<file path="config.mk">
export PLATFORM = sky130hd
export DESIGN_NAME = fpdu
export DESIGN_NICKNAME = d
export VERILOG_FILES = /design/src/rtl/fp16_pkg.sv /design/src/rtl/fp16_round_ne.sv /design/src/rtl/fpdu.sv
export SDC_FILE = /design/constraint.sdc
export NUM_CORES = 1
export LEC_CHECK = 0
export ABC_CLOCK_PERIOD_IN_PS = 4090
export BUFFER_PORTS_ARGS = -buffer_cell sky130_fd_sc_hd__clkbuf_2
export CORE_MARGIN = 4
export CORE_UTILIZATION = 54
export CTS_CLUSTER_DIAMETER = 30
export DETAILED_ROUTE_END_ITERATION = 16
export PLACE_DENSITY = 0.75
export SLEW_MARGIN = 20
export SYNTH_ARGS = -nofsm -noshare
export SYNTH_HDL_FRONTEND = slang
export SYNTH_SLANG_ARGS = --single-unit
</file>
<file path="constraint.sdc">
create_clock -name clk_alu -period 4.09 [get_ports clk_alu]
set_input_delay 0.409 -clock clk_alu [delete_from_list [all_inputs] [get_ports clk_alu]]
set_output_delay 0.409 -clock clk_alu [all_outputs]
set_load 0.005 [all_outputs]
</file>
<file path="src/rtl/fp16_pkg.sv">
// Shared FP16 constants and the divider FSM state type.
package fp16_pkg;
   localparam int MANT_W  = 11;
   localparam int EXP_W   = 5;
   localparam int BIAS    = 15;
   localparam int EXP_MAX = 31;
   localparam int HIDDEN  = 1024;
   localparam int QBITS   = 13;
   localparam int EDIFF_W = 7;

   localparam logic signed [EDIFF_W-1:0] EMAX_S = EDIFF_W'(EXP_MAX);

   typedef enum logic [1:0] {
      IDLE  = 2'd0,
      DIV   = 2'd1,
      ROUND = 2'd2,
      DONE  = 2'd3
   } state_t;
endpackage

</file>
<file path="src/rtl/fp16_round_ne.sv">
// Combinational quotient normalizer: round-to-nearest-even, exponent bias/adjust, saturate or flush.
module fp16_round_ne
   import fp16_pkg::*;
(
   input  logic [QBITS-1:0]          i_q,
   input  logic                      i_rem_nz,
   input  logic signed [EDIFF_W-1:0] i_ediff,
   output logic [MANT_W-1:0]         o_mant,
   output logic [EXP_W-1:0]          o_exp,
   output logic                      o_ovf,
   output logic                      o_unf
);
   logic [MANT_W-1:0]         w_mant;
   logic                      w_guard;
   logic                      w_sticky;
   logic                      w_up;
   logic [MANT_W:0]           w_sum;
   logic signed [EDIFF_W-1:0] w_eadj;
   logic signed [EDIFF_W-1:0] w_e;

   always_comb begin
      w_mant   = i_q[QBITS-1] ? i_q[QBITS-1:2] : i_q[QBITS-2:1];
      w_guard  = i_q[QBITS-1] ? i_q[1] : i_q[0];
      w_sticky = (i_q[QBITS-1] & i_q[0]) | i_rem_nz;
      w_up     = w_guard & (w_sticky | w_mant[0]);
      w_sum    = {1'b0, w_mant} + {{MANT_W{1'b0}}, w_up};
      // A quotient below 1.0 was shifted one place further, so the exponent drops by one.
      w_eadj   = i_q[QBITS-1] ? 7'sd0 : -7'sd1;
      if (w_sum[MANT_W])
         w_eadj = w_eadj + 7'sd1;
      w_e      = i_ediff + w_eadj;

      o_ovf  = 1'b0;
      o_unf  = 1'b0;
      o_exp  = w_e[EXP_W-1:0];
      o_mant = w_sum[MANT_W] ? MANT_W'(HIDDEN) : w_sum[MANT_W-1:0];
      if (w_e >= EMAX_S) begin
         o_ovf  = 1'b1;
         o_exp  = EXP_W'(EXP_MAX);
         o_mant = MANT_W'(HIDDEN);
      end else if (w_e <= 7'sd0) begin
         o_unf  = 1'b1;
         o_exp  = '0;
         o_mant = '0;
      end
   end
endmodule

</file>
<file path="src/rtl/fpdu.sv">
// Sequential FP16 divider: restoring mantissa divide, one quotient bit per cycle, then RNE round.
// Latency: done 15 cycles after accept (1 for zero operands); start ignored while busy, no queueing.
module fpdu
   import fp16_pkg::*;
(
   input  logic              clk_alu,
   input  logic              rst_alu_n,
   input  logic              start,
   input  logic [MANT_W-1:0] operand_a_mant,
   input  logic [MANT_W-1:0] operand_b_mant,
   input  logic [EXP_W-1:0]  operand_a_exp,
   input  logic [EXP_W-1:0]  operand_b_exp,
   input  logic              operand_a_sign,
   input  logic              operand_b_sign,
   output logic              busy,
   output logic              done,
   output logic [MANT_W-1:0] result_mant,
   output logic [EXP_W-1:0]  result_exp,
   output logic              result_sign,
   output logic              div_by_zero,
   output logic              overflow,
   output logic              underflow
);
   state_t                    r_state;
   logic [3:0]                r_cnt;
   logic [MANT_W:0]           r_rem;
   logic [MANT_W-1:0]         r_b;
   logic [QBITS-1:0]          r_q;
   logic signed [EDIFF_W-1:0] r_ediff;
   logic [MANT_W-1:0]         r_mant;
   logic [EXP_W-1:0]          r_exp;
   logic                      r_sign;
   logic                      r_dbz;
   logic                      r_ovf;
   logic                      r_unf;

   logic                      w_ge;
   logic [MANT_W:0]           w_step;
   logic [MANT_W-1:0]         w_rnd_mant;
   logic [EXP_W-1:0]          w_rnd_exp;
   logic                      w_rnd_ovf;
   logic                      w_rnd_unf;

   // Remainder stays below twice the divisor, so the left shift never loses a set bit.
   assign w_ge   = (r_rem >= {1'b0, r_b});
   assign w_step = w_ge ? (r_rem - {1'b0, r_b}) : r_rem;

   fp16_round_ne u_round (
      .i_q      (r_q),
      .i_rem_nz (|r_rem),
      .i_ediff  (r_ediff),
      .o_mant   (w_rnd_mant),
      .o_exp    (w_rnd_exp),
      .o_ovf    (w_rnd_ovf),
      .o_unf    (w_rnd_unf)
   );

   always_ff @(posedge clk_alu or negedge rst_alu_n) begin
      if (!rst_alu_n) begin
         r_state <= IDLE;
         r_cnt   <= '0;
         r_rem   <= '0;
         r_b     <= '0;
         r_q     <= '0;
         r_ediff <= '0;
         r_mant  <= '0;
         r_exp   <= '0;
         r_sign  <= 1'b0;
         r_dbz   <= 1'b0;
         r_ovf   <= 1'b0;
         r_unf   <= 1'b0;
      end else begin
         case (r_state)
            IDLE: if (start) begin
               r_sign  <= operand_a_sign ^ operand_b_sign;
               r_dbz   <= 1'b0;
               r_ovf   <= 1'b0;
               r_unf   <= 1'b0;
               r_rem   <= {1'b0, operand_a_mant};
               r_b     <= operand_b_mant;
               r_q     <= '0;
               r_cnt   <= '0;
               r_ediff <= {2'b00, operand_a_exp} - {2'b00, operand_b_exp} + EDIFF_W'(BIAS);
               if (operand_b_mant == '0) begin
                  r_dbz   <= 1'b1;
                  r_exp   <= EXP_W'(EXP_MAX);
                  r_mant  <= MANT_W'(HIDDEN);
                  r_state <= DONE;
               end else if (operand_a_mant == '0) begin
                  r_exp   <= '0;
                  r_mant  <= '0;
                  r_state <= DONE;
               end else begin
                  r_state <= DIV;
               end
            end
            DIV: begin
               r_q   <= {r_q[QBITS-2:0], w_ge};
               r_rem <= w_step << 1;
               r_cnt <= r_cnt + 4'd1;
               if (r_cnt == 4'(QBITS - 1))
                  r_state <= ROUND;
            end
            ROUND: begin
               r_mant  <= w_rnd_mant;
               r_exp   <= w_rnd_exp;
               r_ovf   <= w_rnd_ovf;
               r_unf   <= w_rnd_unf;
               r_state <= DONE;
            end
            default: r_state <= IDLE;
         endcase
      end
   end

   assign busy        = (r_state != IDLE);
   assign done        = (r_state == DONE);
   assign result_mant = r_mant;
   assign result_exp  = r_exp;
   assign result_sign = r_sign;
   assign div_by_zero = r_dbz;
   assign overflow    = r_ovf;
   assign underflow   = r_unf;
endmodule
</file>
==> results of run 1 <==
## placed cells by master, fill, tap and decap left out, drive strengths merged, types with 14 or more instances in the layout
| master | synthesis | layout |
|---|---|---|
| inv | 36 | 37 |
| dfrtp | 69 | 69 |
| nor2 | 34 | 34 |
| a22o | 15 | 15 |
| buf | 12 | 18 |
| ha | 29 | 29 |
| clkbuf | 24 | 68 |
| o21ai | 28 | 28 |
| mux2 | 16 | 16 |
| o31ai | 18 | 18 |
| a21oi | 37 | 37 |
| o211ai | 14 | 14 |
| nand2 | 56 | 56 |
## cell families after synthesis
logic type,share of synthesized area (%)
and+or+nand+nor,19.1
AOI/OAI and AO/OA,23.7
buffers and inverters,6.21
DFF,33.0
adders and majority gates,8.08
muxes,5.54
xor gates and xnor gates,4.44
## power groups by stage
stage	Combinational, mW	Sequential, mW	Clock [mW]
after floorplan	2.06	1.08	0
final	2.60	1.19	0.575
after global placement	2.43	1.18	0
after detailed placement	2.52	1.20	0
after CTS	2.54	1.18	0.580
after global routing	2.91	1.23	0.609
## path summary, 6_finish.rpt
check,slack [ns],from,cells after the start,to
min reg2reg,0.48,result_mant[6],2,result_mant[6]
min in group clk_alu,0.30,operand_b_mant[5],2,r_b[5]
max in group asynchronous,3.33,rst_alu_n,2,result_exp[2]
min,0.05,rst_alu_n,1,r_q[12]
max reg2reg,0.13,r_q[12],14,result_mant[8]
max,0.13,r_q[12],14,result_mant[8]
## timing repair
action	CTS	global route
setup endpoints to repair	0	17
gates resized for setup	0	14
setup buffers	0	6
## metal layers
metal | routed length [um] | up-vias
met3 | 716 | 28
met1 | 5700 | 2155
met5 | 0 | -
met4 | 226 | 0
li1 | - | 2241
met2 | 5520 | 153
## final cells by class
type | count | area (um^2) | area share (%)
inverter | 37 | 139 | 2.35
clock buffer | 11 | 141 | 2.40
tap | 129 | 161 | 2.74
clock inverter | 5 | 58.8 | 0.997
sequential | 69 | 1730 | 29.4
multi-input combinational | 444 | 3240 | 55.0
timing repair buffer | 75 | 420 | 7.13
## metrics by stage
| step | utilization, % | total power, mW |
|---|---|---|
| 3_5_place_dp | 59.9 | 3.72 |
| 4_1_cts | 62.1 | 4.30 |
| 2_1_floorplan | - | 3.14 |
| 3_3_place_gp | 59.9 | 3.61 |
| 5_1_grt | 63.2 | 4.75 |
| 6_report | 63.2 | 4.37 |
## registers in the layout, indices dropped and copies added, names as in the netlist, 2 cells and up
| register | flops |
|---|---|
| r_rem | 12 |
| r_cnt | 4 |
| r_ediff | 7 |
| result_exp | 5 |
| r_b | 11 |
| result_mant | 11 |
| r_q | 13 |
| r_state | 2 |
==> run_summary.xml, run 1 <==
<?xml version="1.0" encoding="UTF-8"?>
<metrics>
  <group name="cells_and_area">
    <metric name="num_antenna_cells" unit="">0</metric>
    <metric name="final_cell_count_no_fill" unit="">770</metric>
    <metric name="filler_cell_count" unit="">818</metric>
    <metric name="stdcell_area" unit="um^2">5900</metric>
    <metric name="drive_gt1_share" unit="%">20.7</metric>
    <metric name="nNetsFinal" unit="">705</metric>
    <metric name="flow.area_growth_from_synthesis" unit="%">12.6</metric>
  </group>
  <group name="setup_path">
    <metric name="crit_end_category" unit="">flop</metric>
    <metric name="critical_path_buf_inv_count" unit="">1</metric>
    <metric name="crit_slowest_cell" unit="">dfrtp_1</metric>
    <metric name="timing.critical_path.required" unit="ns">4.34</metric>
    <metric name="critical_path.most_common_cell" unit="">ha_1</metric>
    <metric name="path_max_fanout" unit="">8</metric>
    <metric name="worst_path_dominant_cell_family" unit="">compound AO/OA/AOI/OAI gates</metric>
    <metric name="worst_path_largest_cell_delay" unit="ns">0.45</metric>
    <metric name="critical_path.startpoint_type" unit="">flop</metric>
    <metric name="arrival" unit="ns">4.21</metric>
    <metric name="crit_chain" unit="">nand2b_4 &gt; a2111oi_4 &gt; and3_4 &gt; nand3_1 &gt; ha_1 &gt; inv_1 &gt; ha_1 &gt; fa_1 &gt; and2_1 &gt; a2111o_1 &gt; a32o_1 &gt; o2111ai_2 &gt; nand4_4 &gt; o31ai_2</metric>
    <metric name="worstSetupPathType" unit="">flop to flop</metric>
  </group>
  <group name="run">
    <metric name="cap_viol_max_count" unit="">0</metric>
  </group>
  <group name="global_route">
    <metric name="grt_remaining_overflow" unit="">0</metric>
    <metric name="maximum_number_of_pins_on_one_net_before_global_route_repair" unit="">48</metric>
    <metric name="number_of_global_route_vias_before_repair" unit="">4269</metric>
    <metric name="grtUsageTotal" unit="%">21.8</metric>
    <metric name="use_met2" unit="%">34.1</metric>
    <metric name="grt_pass1_wl" unit="mm">20.4</metric>
    <metric name="grt_antenna_before_repair" unit="">0</metric>
    <metric name="busiest_layer" unit="">met2</metric>
    <metric name="met3_usage" unit="%">3.58</metric>
    <metric name="gr_layer_usage_met1" unit="%">30.7</metric>
  </group>
  <group name="floorplan">
    <metric name="core" unit="um^2">9330</metric>
    <metric name="die_h" unit="um">106</metric>
    <metric name="die_area" unit="um^2">11300</metric>
    <metric name="fp.dieW" unit="um">106</metric>
    <metric name="io_pins" unit="">59</metric>
    <metric name="rows" unit="">35</metric>
    <metric name="initial_core_util" unit="%">56.1</metric>
  </group>
  <group name="routing">
    <metric name="antenna_violating_nets_post_route" unit="">0</metric>
    <metric name="finalWirelength" unit="mm">12.2</metric>
    <metric name="number_of_drc_markers_after_the_initial_detailed_route_iteration" unit="">256</metric>
    <metric name="vias_per_cell" unit="">5.94</metric>
    <metric name="wl_per_cell" unit="um">15.8</metric>
    <metric name="drt_pre_antenna_iters" unit="">5</metric>
    <metric name="remaining_drc_errors" unit="">0</metric>
    <metric name="via_total_after_detailed_routing" unit="">4577</metric>
  </group>
  <group name="synthesis">
    <metric name="number_of_standard_cells_after_synthesis" unit="">586</metric>
    <metric name="ys_async_sr_fraction" unit="%">100</metric>
    <metric name="avgSynthCellArea" unit="um^2">8.94</metric>
    <metric name="synthDominantCellAreaShare" unit="%">33.0</metric>
    <metric name="yosys_most_used_dff" unit="">dfrtp_1</metric>
    <metric name="yosysUniqueCellTypes" unit="">74</metric>
    <metric name="postSynthRegisterBits" unit="">69</metric>
    <metric name="synth_enable_flop_cells" unit="">0</metric>
    <metric name="synth_area_leader_cell" unit="">dfrtp_1</metric>
    <metric name="synthesis.nets" unit="">655</metric>
    <metric name="synth.cell_area" unit="um^2">5240</metric>
    <metric name="synth_seq_area_share" unit="%">33.0</metric>
    <metric name="post_synth_main_area_contributors" unit="">dfrtp_1 33%, ha_1 6.9%, nand2_1 4.0%</metric>
    <metric name="synthesis.yosys.warnings" unit="">0</metric>
    <metric name="synth_top_cells_by_count" unit="">69 x dfrtp_1, 56 x nand2_1, 37 x a21oi_1</metric>
    <metric name="post-synth-top-count-cell" unit="">dfrtp_1</metric>
  </group>
  <group name="pwr">
    <metric name="seqPwrFrac" unit="%">27.3</metric>
    <metric name="power-per-cell-area" unit="nW/um^2">741</metric>
    <metric name="net-switching-power" unit="mW">2.06</metric>
    <metric name="power.clock.fraction" unit="%">13.2</metric>
    <metric name="leakagePower" unit="nW">2.62</metric>
    <metric name="irDropWorstVdd" unit="mV">0.442</metric>
    <metric name="power.share.combinational" unit="%">59.6</metric>
    <metric name="cell_internal_pwr" unit="mW">2.31</metric>
    <metric name="switching_share" unit="%">47.1</metric>
  </group>
  <group name="placed_design">
    <metric name="gp_congestion" unit="">0.942</metric>
    <metric name="hpwlAfterDp" unit="mm">9.08</metric>
    <metric name="dp_cells" unit="">748</metric>
    <metric name="port_buffers" unit="">58</metric>
    <metric name="placed_area" unit="um^2">5590</metric>
    <metric name="dp_slack" unit="ns">0.0486</metric>
  </group>
  <group name="clock_network">
    <metric name="cts-hold-fix-buffers" unit="">0</metric>
    <metric name="cts.path.max_buffers" unit="">2</metric>
    <metric name="worst_path_clk_slew" unit="ns">0.08</metric>
    <metric name="cts_root_buf" unit="">clkbuf_8</metric>
    <metric name="cts_sinks" unit="">69</metric>
    <metric name="clk-insertion-delay-late" unit="ns">0.35</metric>
    <metric name="cts.htree.levels" unit="">3</metric>
    <metric name="cts_inserted_buffers" unit="">9</metric>
    <metric name="tritoncts" unit="">built</metric>
  </group>
  <group name="timing">
    <metric name="setup_repair_after_global_routing_missed_its_margin" unit="">true</metric>
    <metric name="max_slew.worst_pin.slew" unit="ns">1.17</metric>
    <metric name="drv_slew" unit="">0</metric>
    <metric name="fin_crit_sh" unit="%">96.8</metric>
    <metric name="final_period_minus_worst_setup_slack" unit="ns">3.96</metric>
    <metric name="totalNegativeSetupSlack" unit="ns">0</metric>
    <metric name="clock_skew" unit="ns">0.0159</metric>
    <metric name="finalSetupViolations" unit="">0</metric>
    <metric name="max-slew-margin-rel" unit="%">21.8</metric>
    <metric name="timing.fmax" unit="MHz">253</metric>
    <metric name="finalHoldViolations" unit="">0</metric>
    <metric name="finalHoldWorstSlack" unit="ns">0.0487</metric>
    <metric name="finalWorstSetupSlack" unit="ns">0.132</metric>
  </group>
  <group name="min_path">
    <metric name="hold_path.class" unit="">input pin to async pin</metric>
  </group>
  <group name="outcome">
    <metric name="run_status" unit="">finished, final reports clean</metric>
  </group>
</metrics>
(Power assumes the default switching activity.)
==> run 2: changes to the inputs <==
PLACE_DENSITY = 0.83   (was 0.75)
==> run_summary.xml, run 2 (same netlist as run 1, synthesis figures left out) <==
<?xml version="1.0" encoding="UTF-8"?>
<metrics>
  <group name="routing">
    <metric name="remaining_drc_errors" unit="">0</metric>
    <metric name="drt_pre_antenna_iters" unit="">5</metric>
    <metric name="finalWirelength" unit="mm">12.7</metric>
    <metric name="antenna_violating_nets_post_route" unit="">0</metric>
    <metric name="via_total_after_detailed_routing" unit="">4668</metric>
    <metric name="wl_per_cell" unit="um">16.5</metric>
    <metric name="number_of_drc_markers_after_the_initial_detailed_route_iteration" unit="">338</metric>
    <metric name="vias_per_cell" unit="">6.09</metric>
  </group>
  <group name="setup_path">
    <metric name="critical_path.startpoint_type" unit="">flop</metric>
    <metric name="worst_reg2reg_path_length_in_cells" unit="">15</metric>
    <metric name="r2r_end" unit="">result_mant[4]</metric>
    <metric name="path_max_fanout" unit="">8</metric>
    <metric name="crit_end_category" unit="">flop</metric>
    <metric name="rr_startpoint" unit="">r_q[12]</metric>
    <metric name="reg2reg_setup_slack" unit="ns">0.19</metric>
    <metric name="timing.critical_path.required" unit="ns">4.35</metric>
    <metric name="worstSetupPathType" unit="">flop to flop</metric>
    <metric name="arrival" unit="ns">4.15</metric>
  </group>
  <group name="global_route">
    <metric name="grt_remaining_overflow" unit="">0</metric>
    <metric name="grtUsageTotal" unit="%">22.9</metric>
    <metric name="use_met2" unit="%">38.7</metric>
    <metric name="gr_layer_usage_met1" unit="%">30.5</metric>
    <metric name="grt_antenna_before_repair" unit="">0</metric>
    <metric name="grt_pass1_wl" unit="mm">21.3</metric>
    <metric name="busiest_layer" unit="">met2</metric>
    <metric name="met3_usage" unit="%">3.95</metric>
    <metric name="number_of_global_route_vias_before_repair" unit="">4457</metric>
    <metric name="maximum_number_of_pins_on_one_net_before_global_route_repair" unit="">45</metric>
  </group>
  <group name="pwr">
    <metric name="net-switching-power" unit="mW">2.05</metric>
    <metric name="cell_internal_pwr" unit="mW">2.34</metric>
    <metric name="power-per-cell-area" unit="nW/um^2">743</metric>
    <metric name="seqPwrFrac" unit="%">27.3</metric>
    <metric name="leakagePower" unit="nW">2.62</metric>
    <metric name="switching_share" unit="%">46.8</metric>
    <metric name="power.share.combinational" unit="%">59.7</metric>
    <metric name="power.clock.fraction" unit="%">13.0</metric>
    <metric name="irDropWorstVdd" unit="mV">0.463</metric>
  </group>
  <group name="timing">
    <metric name="drv_slew" unit="">0</metric>
    <metric name="max_slew.worst_pin.slew" unit="ns">1.13</metric>
    <metric name="finalHoldWorstSlack" unit="ns">0.0591</metric>
    <metric name="timing.fmax" unit="MHz">257</metric>
    <metric name="finalWorstSetupSlack" unit="ns">0.195</metric>
    <metric name="final_period_minus_worst_setup_slack" unit="ns">3.90</metric>
    <metric name="finalHoldViolations" unit="">0</metric>
    <metric name="clock_skew" unit="ns">0.00858</metric>
    <metric name="totalNegativeSetupSlack" unit="ns">0</metric>
    <metric name="max-slew-margin-rel" unit="%">24.7</metric>
    <metric name="finalSetupViolations" unit="">0</metric>
    <metric name="fin_crit_sh" unit="%">95.2</metric>
  </group>
  <group name="placed_design">
    <metric name="port_buffers" unit="">58</metric>
    <metric name="dp_slack" unit="ns">0.0504</metric>
    <metric name="hpwlAfterDp" unit="mm">9.31</metric>
    <metric name="placed_area" unit="um^2">5610</metric>
    <metric name="gp_congestion" unit="">0.920</metric>
  </group>
  <group name="clock_network">
    <metric name="tritoncts" unit="">built</metric>
    <metric name="cts_sinks" unit="">69</metric>
    <metric name="cts_inserted_buffers" unit="">9</metric>
    <metric name="clk-insertion-delay-late" unit="ns">0.35</metric>
    <metric name="cts.htree.levels" unit="">3</metric>
    <metric name="cts.path.max_buffers" unit="">2</metric>
    <metric name="worst_path_clk_slew" unit="ns">0.07</metric>
    <metric name="cts_root_buf" unit="">clkbuf_8</metric>
  </group>
  <group name="cells_and_area">
    <metric name="nNetsFinal" unit="">703</metric>
    <metric name="finalCoreUtilization" unit="%">63.4</metric>
    <metric name="layout_common_cells" unit="">64 x dfrtp_1, 57 x clkbuf_2, 56 x nand2_1</metric>
    <metric name="largest_reg_flops" unit="">13</metric>
    <metric name="num_antenna_cells" unit="">0</metric>
    <metric name="filler_cell_count" unit="">776</metric>
    <metric name="max_flop_register" unit="">r_q</metric>
    <metric name="drive_gt1_share" unit="%">21.0</metric>
    <metric name="leading_cell_type_in_the_layout_fill_and_taps_excluded" unit="">dfrtp_1</metric>
    <metric name="stdcell_area" unit="um^2">5910</metric>
    <metric name="flow.area_growth_from_synthesis" unit="%">12.9</metric>
    <metric name="largestRegisters" unit="">r_q x13, r_rem x12</metric>
  </group>
  <group name="run">
    <metric name="cap_viol_max_count" unit="">0</metric>
  </group>
  <group name="floorplan">
    <metric name="core" unit="um^2">9330</metric>
    <metric name="rows" unit="">35</metric>
    <metric name="fp.dieW" unit="um">106</metric>
    <metric name="io_pins" unit="">59</metric>
    <metric name="die_area" unit="um^2">11300</metric>
    <metric name="die_h" unit="um">106</metric>
    <metric name="initial_core_util" unit="%">56.1</metric>
  </group>
  <group name="outcome">
    <metric name="run_status" unit="">finished, final reports clean</metric>
  </group>
  <group name="min_path">
    <metric name="hold_path.class" unit="">input pin to async pin</metric>
  </group>
</metrics>
run 2: cell types whose count changed in the layout (fill, tap and decap cells not counted), moves of 2 or more:
| cell | previous run | this run |
|---|---|---|
| buf_4 | 18 | 16 |
| clkbuf_8 | 10 | 12 |
| clkinvlp_4 | 2 | 0 |
| o31ai_2 | 3 | 6 |
| o31ai_1 | 14 | 12 |
run 2: what timing repair did:
action / 4_1_cts / 5_1_grt
gates resized for setup: 0 / 20
hold buffers: 0 / 0
setup endpoints to repair: 0 / 18
buffers inserted: 0 / 1
run 2: routing by layer:
layer,share of wire (%),wire (um),vias to the layer above
met2,49,6190,184
met5,0,0,-
met4,1.4,183,0
li1,-,-,2244
met1,43,5400,2221
met3,7.0,887,19
run 2: power by group through the flow:
stage               clock network [mW]  registers [mW]  logic, mW
finish                           0.570            1.20       2.62
global route                     0.608            1.23       2.90
CTS                              0.578            1.18       2.54
detailed placement                   0            1.20       2.52
global placement                     0            1.18       2.43
floorplan                            0            1.08       2.06
run 2: worst max-delay path by stage:
| stage | start | depth (start not counted) | endpoint | slack [ns] |
|---|---|---|---|---|
| finish | r_q[12] | 15 | result_mant[4] | 0.19 |
| global route | r_q[12] | 15 | result_mant[4] | -0.04 |
| CTS | r_q[12] | 14 | result_mant[5] | 0.03 |
| detailed placement | r_q[12] | 14 | result_mant[5] | 0.05 |
| global placement | r_q[12] | 14 | result_mant[2] | 0.19 |
| floorplan | r_q[12] | 16 | result_mant[2] | 0.11 |
run 2: cell type report:
class                   instances  area [um^2]  share of cell area [%]
well taps                     129          161                    2.73
repair buffers                 73          405                    6.86
clock buffers                  13          169                    2.86
inverters                      37          139                    2.35
clock inverters                 1         30.0                   0.508
multi-input cells             444         3280                    55.4
flip-flops and latches         69         1730                    29.3
run 2: critical path, stage by stage, from the launching register on:
cell and delay (ns):
dfrtp_2 0.45, nand2b_2 0.23, a2111oi_4 0.35, and3_4 0.25, nand3_1 0.12, ha_1 0.30, inv_1 0.04, ha_1 0.21
fa_2 0.36, buf_4 0.18, xnor2_4 0.20, xnor2_1 0.11, and3_4 0.22, a32oi_4 0.31, nand4_4 0.23, o31ai_2 0.25
run 2: per-stage QoR:
stage / std cells / power, mW
3_3_place_gp: 751 / 3.60
2_1_floorplan: 586 / 3.14
6_report: 766 / 4.39
3_5_place_dp: 751 / 3.72
4_1_cts: 765 / 4.30
5_1_grt: 766 / 4.74
